--- src/rtl/dither_sequencer.sv ---
// Floyd-Steinberg dithering sequencer driving a single-port frame-buffer RAM.
// Pixels are walked in raster order: quantise the current pixel, then spread
// the error to the E, SW, S, SE neighbours that lie inside the frame.
module dither_sequencer #(
  parameter int unsigned IMAGEX   = 64,
  parameter int unsigned IMAGEY   = 64,
  parameter int unsigned RGB_SIZE = 8,
  parameter int unsigned ADDR_W   = $clog2(IMAGEX * IMAGEY)
) (
  input  logic                clk,
  input  logic                rst,
  input  logic                start,
  input  logic [RGB_SIZE-1:0] cfg_threshold,
  output logic                busy,
  output logic                done,
  output logic [ADDR_W-1:0]   mem_addr,
  output logic                mem_rd_en,
  output logic                mem_wr_en,
  output logic [RGB_SIZE-1:0] mem_wdata,
  input  logic [RGB_SIZE-1:0] mem_rdata
);

  localparam int unsigned XW     = (IMAGEX > 1) ? $clog2(IMAGEX) : 1;
  localparam int unsigned YW     = (IMAGEY > 1) ? $clog2(IMAGEY) : 1;
  localparam int unsigned ERR_W  = RGB_SIZE + 1;
  localparam int unsigned PROD_W = ERR_W + 4;
  localparam int unsigned SUM_W  = RGB_SIZE + 2;

  typedef enum logic [3:0] {
    IDLE, RD_CUR, WR_CUR, RD_E, WR_E, RD_SW, WR_SW,
    RD_S, WR_S, RD_SE, WR_SE, ADV, DONE
  } state_t;

  state_t                    state, state_nxt;
  logic [XW-1:0]             x;
  logic [YW-1:0]             y;
  logic signed [ERR_W-1:0]   err;
  logic [RGB_SIZE-1:0]       thr;
  logic                      start_q;

  logic                      start_go;
  logic                      x_first, x_last, y_last, last_px;
  logic                      v_e, v_sw, v_s, v_se;
  state_t                    after_cur, after_e, after_sw, after_s;
  logic [ADDR_W-1:0]         cur_addr, addr_e, addr_sw, addr_s, addr_se;
  logic [RGB_SIZE-1:0]       quant_c;
  logic signed [ERR_W-1:0]   err_nxt_c;
  logic signed [PROD_W-1:0]  weight_c, prod_c, shift_c;
  logic signed [SUM_W-1:0]   sum_c;
  logic [RGB_SIZE-1:0]       nb_data_c;

  // Only a rising start seen in IDLE launches a pass; a held start does not retrigger.
  assign start_go = start && !start_q;

  // Position flags, neighbour validity and neighbour addresses.
  assign x_first  = (x == '0);
  assign x_last   = (x == XW'(IMAGEX - 1));
  assign y_last   = (y == YW'(IMAGEY - 1));
  assign last_px  = x_last && y_last;
  assign v_e      = !x_last;
  assign v_sw     = !y_last && !x_first;
  assign v_s      = !y_last;
  assign v_se     = !y_last && !x_last;
  assign cur_addr = ADDR_W'({y, x});
  assign addr_e   = cur_addr + ADDR_W'(1);
  assign addr_sw  = cur_addr + ADDR_W'(IMAGEX - 1);
  assign addr_s   = cur_addr + ADDR_W'(IMAGEX);
  assign addr_se  = cur_addr + ADDR_W'(IMAGEX + 1);

  // Skip chain: each point jumps to the next in-bounds neighbour, else ADV.
  assign after_s   = v_se ? RD_SE : ADV;
  assign after_sw  = v_s  ? RD_S  : after_s;
  assign after_e   = v_sw ? RD_SW : after_sw;
  assign after_cur = v_e  ? RD_E  : after_e;

  // Quantisation of the current pixel and its signed error.
  assign quant_c   = (mem_rdata >= thr) ? '1 : '0;
  assign err_nxt_c = $signed({1'b0, mem_rdata}) - $signed({1'b0, quant_c});

  // Weighted error diffusion into a neighbour, saturated to the pixel range.
  always_comb begin
    weight_c = '0;
    case (state)
      WR_E:    weight_c = PROD_W'(7);
      WR_SW:   weight_c = PROD_W'(3);
      WR_S:    weight_c = PROD_W'(5);
      WR_SE:   weight_c = PROD_W'(1);
      default: weight_c = '0;
    endcase
    prod_c  = PROD_W'(err) * weight_c;
    shift_c = prod_c >>> 4;
    sum_c   = SUM_W'(shift_c) + $signed({2'b00, mem_rdata});
    if (sum_c[SUM_W-1])      nb_data_c = '0;
    else if (sum_c[SUM_W-2]) nb_data_c = '1;
    else                     nb_data_c = sum_c[RGB_SIZE-1:0];
  end

  // State register.
  always_ff @(posedge clk) begin
    if (rst) state <= IDLE;
    else     state <= state_nxt;
  end

  // Next-state and RAM/handshake decode.
  always_comb begin
    state_nxt = state;
    busy      = 1'b0;
    done      = 1'b0;
    mem_rd_en = 1'b0;
    mem_wr_en = 1'b0;
    mem_addr  = '0;
    mem_wdata = '0;
    case (state)
      IDLE:   if (start_go) state_nxt = RD_CUR;
      RD_CUR: begin busy = 1'b1; mem_rd_en = 1'b1; mem_addr = cur_addr; state_nxt = WR_CUR; end
      WR_CUR: begin
        busy = 1'b1; mem_wr_en = 1'b1; mem_addr = cur_addr;
        mem_wdata = quant_c; state_nxt = after_cur;
      end
      RD_E:   begin busy = 1'b1; mem_rd_en = 1'b1; mem_addr = addr_e; state_nxt = WR_E; end
      WR_E:   begin
        busy = 1'b1; mem_wr_en = 1'b1; mem_addr = addr_e;
        mem_wdata = nb_data_c; state_nxt = after_e;
      end
      RD_SW:  begin busy = 1'b1; mem_rd_en = 1'b1; mem_addr = addr_sw; state_nxt = WR_SW; end
      WR_SW:  begin
        busy = 1'b1; mem_wr_en = 1'b1; mem_addr = addr_sw;
        mem_wdata = nb_data_c; state_nxt = after_sw;
      end
      RD_S:   begin busy = 1'b1; mem_rd_en = 1'b1; mem_addr = addr_s; state_nxt = WR_S; end
      WR_S:   begin
        busy = 1'b1; mem_wr_en = 1'b1; mem_addr = addr_s;
        mem_wdata = nb_data_c; state_nxt = after_s;
      end
      RD_SE:  begin busy = 1'b1; mem_rd_en = 1'b1; mem_addr = addr_se; state_nxt = WR_SE; end
      WR_SE:  begin
        busy = 1'b1; mem_wr_en = 1'b1; mem_addr = addr_se;
        mem_wdata = nb_data_c; state_nxt = ADV;
      end
      ADV:    begin busy = 1'b1; state_nxt = last_px ? DONE : RD_CUR; end
      DONE:   begin done = 1'b1; state_nxt = IDLE; end
      default: state_nxt = IDLE;
    endcase
  end

  // Pixel position, latched threshold, carried error and start edge history.
  always_ff @(posedge clk) begin
    if (rst) begin
      x       <= '0;
      y       <= '0;
      err     <= '0;
      thr     <= '0;
      start_q <= 1'b0;
    end else begin
      start_q <= start;
      if (state == IDLE && start_go) begin
        thr <= cfg_threshold;
        x   <= '0;
        y   <= '0;
      end
      if (state == WR_CUR) err <= err_nxt_c;
      if (state == ADV && !last_px) begin
        if (x_last) begin
          x <= '0;
          y <= y + YW'(1);
        end else begin
          x <= x + XW'(1);
        end
      end
    end
  end

endmodule

--- config.mk ---
export PLATFORM = sky130hd
export DESIGN_NAME = dither_sequencer
export DESIGN_NICKNAME = d
export VERILOG_FILES = /design/src/rtl/dither_sequencer.sv
export SDC_FILE = /design/constraint.sdc
export NUM_CORES = 1
export LEC_CHECK = 0
export ABC_AREA = 1
export ABC_CLOCK_PERIOD_IN_PS = 5950
export CAP_MARGIN = 20
export CORE_MARGIN = 5
export CORE_UTILIZATION = 40
export DETAILED_ROUTE_END_ITERATION = 7
export SYNTH_ARGS = -nofsm -noshare
export SYNTH_HDL_FRONTEND = slang
export SYNTH_SLANG_ARGS = --single-unit
--- constraint.sdc ---
create_clock -name clk -period 5.95 [get_ports clk]
set_input_delay 1.19 -clock clk [delete_from_list [all_inputs] [get_ports clk]]
set_output_delay 1.19 -clock clk [all_outputs]
set_load 0.01 [all_outputs]
Word-level counts from Yosys, hierarchy flattened
Index checks and enable logic that the tools add are counted.
{"block": "word_totals", "word_cells": 77, "out_inout_bits": 24, "regBits": 34, "input_bits": 19}
{"block": "op_classes", "n_lt_le_gt_ge": 1, "n_mux": 23, "n_reduce_logical": 23, "n_addsub": 8, "mul": 1, "n_eq_ne": 15}
{"op": "12-bit case mux with 5 select lines", "count": 1}
{"op": "4-bit case mux with 12 select lines", "count": 1}
{"op": "6-bit two-way mux", "count": 6}
{"op": "12-bit by 7-bit adder with 12-bit output, second input constant", "count": 2}
{"op": "8-bit two-way mux", "count": 3}
{"op": "4-bit == test, second input constant", "count": 5}
{"op": "4-bit two-way mux", "count": 5}
{"op": "4-bit by 3-bit == test with 1-bit output, second input constant", "count": 4}
{"op": "8-bit case mux with 2 select lines", "count": 1}
{"op": "9-bit by 4-bit multiplier with 13-bit output", "count": 1}
{"op": "12-bit by 1-bit adder with 12-bit output, second input constant", "count": 1}
{"op": "12-bit by 6-bit adder with 12-bit output, second input constant", "count": 1}
{"op": "6-bit by 1-bit adder with 6-bit output, second input constant", "count": 2}
{"op": "6-bit == test, second input constant", "count": 2}
{"op": "3-bit case mux with 4 select lines", "count": 1}
{"op": "11-bit OR reduction", "count": 1}
{"op": "9-bit by 9-bit adder with 10-bit output", "count": 1}
{"op": "2-bit OR reduction", "count": 5}
{"op": "5-bit OR reduction", "count": 2}
{"op": "8-bit by 8-bit subtractor with 9-bit output", "count": 1}
{"op": "4-bit by 2-bit == test with 1-bit output, second input constant", "count": 2}
{"op": "8-bit >= comparator", "count": 1}
{"op": "1-bit logical AND", "count": 6}
{"op": "6-bit logical NOT", "count": 1}
{"op": "other kinds (8)", "count": 15}

Logic depth before layout (Yosys ltp)
Gate-level depths: netlist (run 1).
{"block": "depth", "word_depth": 8, "mapped_depth": 34, "depth_no_buf": 34}

Worst setup path before layout (run 1)
No wires, ideal clock.
{"block": "synth_timing", "path_type": "register -> output", "startpoint": "reg state[3]", "endpoint": "out mem_wdata[7]", "stages_incl_launch_ff": 35, "t_required_ns": 4.760, "path_buffers": 0, "path_slack_ns": 0.684, "t_arrival_ns": 4.076, "cell_sequence": "dfxtp_1 > inv_2 > nand2_4 > inv_1 > nor2_1 > inv_1 > nand2_1 > nor2_1 > ha_1 > inv_1 > fa_1 > inv_1 > ha_1 > nand2_1 > nor2_1 > nand3_2 > nand2_4 > nand2_2 > nand2_2 > nand2_1 > nand2_1 > nand3_1 > nand2_1 > nand2_1 > nand2_1 > inv_1 > ha_1 > nand2_1 > or2_2 > nand3_1 > inv_1 > nand2_2 > nand3_1 > nand2_1 > nand2_1"}
{"block": "synth_via", "elab_chain_len": 7, "word_cells_on_any_way": 12, "classes_between": "add/sub: 1; mul: 1; eq/ne: 5; mux: 4; reduce/logical: 1"}
{"element": "start: declaration", "line": "34", "source": "state_t state, state_nxt;"}
{"element": "start signal: assignment", "line": "101", "source": "else state <= state_nxt;"}
{"element": "4-bit == test or 4-bit by 3-bit == test with 1-bit output (tied branches)", "line": "83, 113"}
{"element": "3-bit case mux with 4 select lines", "line": "83", "source": "case (state)"}
{"element": "9-bit by 4-bit multiplier with 13-bit output", "line": "90", "source": "prod_c = PROD_W'(err) * weight_c;"}
{"element": "9-bit by 9-bit adder with 10-bit output", "line": "92", "source": "sum_c = SUM_W'(shift_c) + $signed({2'b00, mem_rdata});"}
{"element": "8-bit two-way mux", "line": "94", "source": "else if (sum_c[SUM_W-2]) nb_data_c = '1;"}
{"element": "8-bit two-way mux", "line": "93", "source": "if (sum_c[SUM_W-1]) nb_data_c = '0;"}
{"element": "8-bit case mux with 2 select lines *", "line": "113", "source": "case (state)"}
{"element": "end: declaration", "line": "19", "source": "output logic [RGB_SIZE-1:0] mem_wdata,"}
Every way passes the cells marked *; elsewhere a longest branch is shown, timed or not.

Worst setup path in the final report (run 1)
{"block": "layout_timing", "startpoint": "reg state[3]", "endpoint": "out mem_wdata[2]"}
The elaborated chain is that of the path after synthesis.

==> results of run 1 <==
-- power by group --
group | leakage [nW] | switching (mW) | internal, mW
Sequential | 0.278 | 0.0125 | 0.251
Clock | 0.0482 | 0.0846 | 0.0934
Combinational | 2.14 | 0.209 | 0.127
Total | 2.46 | 0.306 | 0.471
-- layout by cell type (no fill, tap or decap), types with 6 or more instances in the layout --
cell type | synthesis | layout
sky130_fd_sc_hd__nand2_1 | 120 | 113
sky130_fd_sc_hd__inv_1 | 110 | 106
sky130_fd_sc_hd__a21oi_1 | 60 | 59
sky130_fd_sc_hd__nor2_1 | 53 | 53
sky130_fd_sc_hd__ha_1 | 55 | 50
sky130_fd_sc_hd__clkdlybuf4s50_1 | 0 | 34
sky130_fd_sc_hd__dfxtp_1 | 34 | 32
sky130_fd_sc_hd__o21ai_0 | 30 | 30
sky130_fd_sc_hd__nand3_1 | 30 | 28
sky130_fd_sc_hd__nand2_2 | 10 | 16
sky130_fd_sc_hd__buf_4 | 0 | 16
sky130_fd_sc_hd__xor2_1 | 15 | 15
sky130_fd_sc_hd__inv_2 | 10 | 13
sky130_fd_sc_hd__fa_1 | 11 | 10
sky130_fd_sc_hd__xnor2_1 | 9 | 9
sky130_fd_sc_hd__nand4_1 | 9 | 9
sky130_fd_sc_hd__nand2_4 | 6 | 7
sky130_fd_sc_hd__o21ai_1 | 7 | 7
sky130_fd_sc_hd__buf_2 | 2 | 7
sky130_fd_sc_hd__clkbuf_8 | 0 | 6
-- layout make-up --
| cell class | instances | area share, % |
|---|---|---|
| inverter | 122 | 9.25 |
| tap | 136 | 3.40 |
| multi-input combinational | 467 | 61.8 |
| clock inverter | 1 | 0.100 |
| clock buffer | 7 | 1.72 |
| timing repair buffer | 58 | 10.0 |
| sequential | 34 | 13.7 |
-- sequential cells by signal (all words and copies together), names as in the netlist --
register and flops:
state 4, err 9, thr 8, y 6, start_q 1, x 6
-- worst min path at each step --
stage / from / end / slack [ns] / cells past startpoint
after floorplan: thr[1] / thr[1] / 0.43 / 2
after global placement: thr[2] / thr[2] / 0.45 / 2
after detailed placement: thr[4] / thr[4] / 0.46 / 2
after CTS: thr[4] / thr[4] / 0.47 / 2
after global routing: thr[1] / thr[1] / 0.50 / 2
final: thr[4] / thr[4] / 0.46 / 2
-- repair_timing --
action                     in CTS  in global routing
setup endpoints to repair       8                  8
gates resized for setup        13                 47
setup buffers                   0                  7
pin swaps                       1                 20
cloned                          0                  0
-- per-stage QoR --
stage	area [um^2]	setup WS (ns)	setup TNS [ns]	utilization [%]	total power [mW]
2_1_floorplan	4180	0.684	0	-	0.489
3_3_place_gp	4810	0.0606	0	46.8	0.602
3_5_place_dp	4810	-0.0138	-0.0646	46.8	0.607
4_1_cts	4910	0.0323	0	47.8	0.781
5_1_grt	5010	-0.0911	-0.606	48.7	0.844
6_report	5010	0.262	0	48.7	0.778
-- cell families (layout without fill, tap and decap cells) --
family                     Yosys count  count (layout)  share of synthesized area (%)
xor gates and xnor gates            24              24                           5.02
AOI/OAI and AO/OA                  125             125                           16.9
DFF                                 34              34                           16.3
adders and majority gates           66              66                           21.7
and+or+nand+nor                    252             252                           28.3
buffers and inverters              128             188                           11.8
-- routing by layer --
metal	track usage, %	up-vias	wire, um
met5	0	-	0
met4	4.73	0	161
met3	1.78	11	275
met2	27.7	73	5000
met1	22.9	1899	5100
li1	-	2161	-
-- worst min-delay path, stage by stage, from the launching register on --
cell	delay [ns]
sky130_fd_sc_hd__dfxtp_1	0.30
sky130_fd_sc_hd__inv_1	0.06
sky130_fd_sc_hd__a21oi_1	0.06
==> impl_metrics.tcl, run 1 <==
set metrics [dict create \
    drive_gt1_share_pct 14.5 \
    mappedNetlistNets 714 \
    number_of_antenna_violations_at_the_first_check_in_global_routing 0 \
    post_synth_instance_area_um2 4180 \
    worstSetupPathDepth 35 \
    wire_length_of_the_first_global_routing_pass_um 18000 \
    post_detailed_placement_half_perimeter_wirelength_um 8530 \
    floorplan.die_area_um2 12600 \
    start_util_pct 40.7 \
    post_synth_inst_count 629 \
    floorplan.die.width_um 112 \
    setup-violations-final 0 \
    clkLatencyLatePin_ns 0.29 \
    cap_violations 0 \
    layout-area-overhead-vs-synth_pct 19.6 \
    die_height_um 112 \
    nFillCells 1110 \
    power.density_cell_area_nw_per_um2 155 \
    arrival_ns 4.50 \
    holdBufCountCts 0 \
    timing.slew.headroom_pct 40.9 \
    path_common_cell "sky130_fd_sc_hd__nand2_1" \
    timing.hold.worst.class "flip-flop to flip-flop" \
    cts_made_buffers 5 \
    clk_pin_slew_worst_setup_hold_paths_ns 0.07 \
    tightestPinTransition_ns 0.883 \
    critical_path_s_top_delay_family "simple AND/OR/NAND/NOR gates" \
    slowest_stage_delay_cp_ns 0.47 \
    num_antenna_cells 0 \
    setup.worst_path.class "flip-flop to output pin" \
    layout_worst_path_cycle_share_pct 95.6 \
    avgViaCountPerCell 5.02 \
    dominantRegCellSynth "sky130_fd_sc_hd__dfxtp_1" \
    final_cell_count_no_fill 825 \
    gp_routability_congestion 0.880 \
    top_level_ports 43 \
    critPathRequiredTime_ns 4.76 \
    outcome "complete, no violations" \
    synth.most_common_cell "sky130_fd_sc_hd__nand2_1" \
    asyncSetResetFlopFracSynth_pct 0 \
    core_um2 10300 \
    place.detailed.instances 810 \
    static-leakage-power_nw 2.46 \
    routed-via-count 4144 \
    start_kind "flip-flop" \
    multi_input_gate_area_um2 3100 \
    cpMaxStageDelayCell "sky130_fd_sc_hd__fa_1" \
    synth_top_area_cell "sky130_fd_sc_hd__ha_1" \
    synth.ff_latch_count 34 \
    worst-r2r-cell-count 15 \
    post-route-drc-count 0 \
    std_cell_rows 37 \
    clock-root-buffer "sky130_fd_sc_hd__clkbuf_8" \
    drt_iter0_markers 159 \
    portBuffers 42 \
    cts-htree-levels 2 \
    max-clock-path-buffers 2 \
    reg2reg_from "thr[5]" \
    yosys_warnings 0 \
    peakVddDrop_mv 0.0892 \
    grt_pass1_vias 3902 \
    synthDistinctLibCells 42 \
    worstPathMaxFanout 8 \
    setup.worst_path.start "state[3]" \
    cts.sink_count 34 \
    synth_top_cells_by_count "sky130_fd_sc_hd__nand2_1, sky130_fd_sc_hd__inv_1, sky130_fd_sc_hd__a21oi_1, sky130_fd_sc_hd__ha_1, sky130_fd_sc_hd__nor2_1" \
    drt_first_pass_iters 5 \
    critical_path_destination "mem_wdata[2]" \
    rsz0062_at_grt "true" \
    finalHoldViolations 0 \
    fmaxAchievable_ghz 0.176 \
    regToRegEndpoint "err[8]" \
    end_kind "output pin" \
    critPathBufInv 8 \
    drt-total-wl_um 10500 \
    postRouteAntennaNets 0 \
    overflow 0 \
    reg2reg_slack_ns 3.22 \
    post-synth-top-area-fraction_pct 16.4 \
    wl_per_cell_um 12.8 \
    synth_edf_count 0 \
    layout.area.seq_um2 686 \
    cts_tree "yes" \
    post_synth.cell_area_avg_um2 6.65 \
    final.setup_skew_ns 0.00553 \
    synth-seq-area-share_pct 16.3 \
    period_minus_slack_ns 5.69 \
    grt_max_degree 21 \
    post_synth_main_area_contributors "sky130_fd_sc_hd__ha_1, sky130_fd_sc_hd__dfxtp_1, sky130_fd_sc_hd__nand2_1" \
    grtUsageTotal_pct 16.7 \
    final_nets 773 \
    maxSlewViolCount 0 \
    fin_worst_hold_slack_ns 0.461 \
]
No activity file was read; power rests on OpenSTA's default activity.
==> inputs of run 2 (changes only) <==
--- a/config.mk
+++ b/config.mk
@@ -11,6 +11,7 @@
 export CORE_MARGIN = 5
 export CORE_UTILIZATION = 40
 export DETAILED_ROUTE_END_ITERATION = 7
+export GPL_TIMING_DRIVEN = 0
 export SYNTH_ARGS = -nofsm -noshare
 export SYNTH_HDL_FRONTEND = slang
 export SYNTH_SLANG_ARGS = --single-unit
==> impl_metrics.tcl, run 2 (synthesis gave the netlist of run 1 again) <==
set metrics [dict create \
    outcome "complete, no violations" \
    die_height_um 112 \
    tightestPinTransition_ns 0.646 \
    top_regs "err (9), thr (8)" \
    drt-total-wl_um 10700 \
    maxSlewViolCount 0 \
    holdBufCountCts 0 \
    critPathBufInv 7 \
    post-layout-total-power_mw 0.783 \
    final.setup_skew_ns 0.0125 \
    tns_ns 0 \
    number_of_antenna_violations_at_the_first_check_in_global_routing 0 \
    floorplan.die_area_um2 12600 \
    std_cell_rows 37 \
    layout.cell_area.non_filler_um2 5160 \
    cap_violations 0 \
    largest_register_ffs 9 \
    num_antenna_cells 0 \
    fin_worst_hold_slack_ns 0.455 \
    cts.sink_count 34 \
    post_route_utilization_pct 50.2 \
    setup.worst_path.class "flip-flop to output pin" \
    final_cell_count_no_fill 833 \
    mostFrequentLayoutCell "sky130_fd_sc_hd__nand2_1" \
    regMostFlops "err" \
    share_clk_of_total_power_pct 22.1 \
    critical_path_s_top_delay_family "simple AND/OR/NAND/NOR gates" \
    p_switching_mw 0.316 \
    power.density_cell_area_nw_per_um2 152 \
    grtUsageTotal_pct 16.9 \
    timing.slew.headroom_pct 56.5 \
    setup-violations-final 0 \
    nFillCells 1066 \
    floorplan.die.width_um 112 \
    end_kind "output pin" \
    place.detailed.instances 807 \
    critPathRequiredTime_ns 4.76 \
    arrival_ns 4.51 \
    wire_length_of_the_first_global_routing_pass_um 18300 \
    clock-root-buffer "sky130_fd_sc_hd__clkbuf_8" \
    power_report.internal_total_mw 0.467 \
    period_minus_slack_ns 5.70 \
    overflow 0 \
    postRouteAntennaNets 0 \
    globalRouteMet3Util_pct 1.78 \
    slowest_stage_delay_cp_ns 0.51 \
    drive_gt1_share_pct 17.9 \
    wl_per_cell_um 12.8 \
    start_kind "flip-flop" \
    dpl_worst_slack_ns -0.309 \
    cts_tree "yes" \
    finalWorstSetupSlack_ns 0.249 \
    start_util_pct 40.7 \
    rsz0062_at_grt "true" \
    cts-htree-levels 2 \
    core_um2 10300 \
    final_nets 781 \
    top_level_ports 43 \
    path_common_cell "sky130_fd_sc_hd__nand2_4" \
    busiest_metal_layer_after_global_routing "met2" \
    grtUsageMet2_pct 28.4 \
    cpMaxStageDelayCell "sky130_fd_sc_hd__fa_1" \
    layout.area.seq_um2 687 \
    grtUsageMet1_pct 23.0 \
    gp_routability_congestion 0.928 \
    max-clock-path-buffers 2 \
    drt_first_pass_iters 4 \
    grt_max_degree 12 \
    multi_input_gate_area_um2 3200 \
    layout-area-overhead-vs-synth_pct 23.3 \
    power.sequential.fraction_pct 33.9 \
    peakVddDrop_mv 0.0775 \
    avgViaCountPerCell 4.98 \
    clk_pin_slew_worst_setup_hold_paths_ns 0.08 \
    final_cell_mix "sky130_fd_sc_hd__nand2_1, sky130_fd_sc_hd__inv_1, sky130_fd_sc_hd__a21oi_1, sky130_fd_sc_hd__nor2_1, sky130_fd_sc_hd__ha_1" \
    dpl_cell_area_um2 4770 \
    layout_worst_path_cycle_share_pct 95.8 \
    comb_power_share_pct 44.1 \
    grt_pass1_vias 4070 \
    portBuffers 42 \
    drt_iter0_markers 160 \
    routed-via-count 4151 \
    cts_made_buffers 5 \
    post-route-drc-count 0 \
    static-leakage-power_nw 2.50 \
    post_detailed_placement_half_perimeter_wirelength_um 8520 \
    finalHoldViolations 0 \
    netSwitchingFraction_pct 40.4 \
    fmaxAchievable_ghz 0.175 \
    worstPathMaxFanout 8 \
    timing.hold.worst.class "flip-flop to flip-flop" \
    clkLatencyLatePin_ns 0.29 \
]
-- run 2: metal layers --
| metal | wire length (um) | part of all wire [%] |
|---|---|---|
| met1 | 5170 | 48 |
| met2 | 5090 | 48 |
| met3 | 267 | 2.5 |
| met4 | 166 | 1.6 |
| met5 | 0 | 0 |
-- run 2: final timing paths --
path	from	end	slack [ns]	cells after the start
worst max-delay path	state[3]	mem_wdata[0]	0.25	34
worst min-delay path	thr[2]	thr[2]	0.46	2
worst max register to register	thr[5]	err[8]	3.17	15
worst min register to register	thr[2]	thr[2]	0.46	2
-- run 2: timing repair --
action	in CTS	in global routing
pin swaps	4	26
resized for setup	18	66
setup buffers	8	10
endpoints found under the setup margin	8	8
-- run 2: layout make-up --
| class | count | share of cell area [%] |
|---|---|---|
| buffer | 6 | 0.630 |
| clock buffer | 6 | 1.41 |
| clock inverter | 2 | 0.267 |
| inverter | 122 | 9.04 |
| multi-input combinational | 467 | 62.1 |
| sequential | 34 | 13.3 |
| tap | 136 | 3.30 |
| timing repair buffer | 60 | 9.99 |
-- run 2: power by group through the flow --
stage               combinational (mW)  clock, mW  sequential [mW]
global route                     0.394      0.187            0.269
detailed placement               0.336          0            0.269
finish                           0.345      0.173            0.265
global placement                 0.330          0            0.269
floorplan                        0.223          0            0.266
CTS                              0.336      0.179            0.264
-- run 2: tightest hold or removal path, stage by stage (launching register included) --
cell and delay [ns]:
sky130_fd_sc_hd__dfxtp_1 0.30, sky130_fd_sc_hd__inv_1 0.06, sky130_fd_sc_hd__a21oi_1 0.05
==> inputs of run 3 (changes only) <==
--- a/config.mk
+++ b/config.mk
@@ -10,8 +10,10 @@
 export CAP_MARGIN = 20
 export CORE_MARGIN = 5
 export CORE_UTILIZATION = 40
+export CTS_CLUSTER_DIAMETER = 30
 export DETAILED_ROUTE_END_ITERATION = 7
-export GPL_TIMING_DRIVEN = 0
+export GPL_TIMING_DRIVEN = 1
 export SYNTH_ARGS = -nofsm -noshare
 export SYNTH_HDL_FRONTEND = slang
 export SYNTH_SLANG_ARGS = --single-unit
+export TNS_END_PERCENT = 50
==> results of run 3 <==
Same layout as run 1: the final DEF is identical, and so are final timing and power.
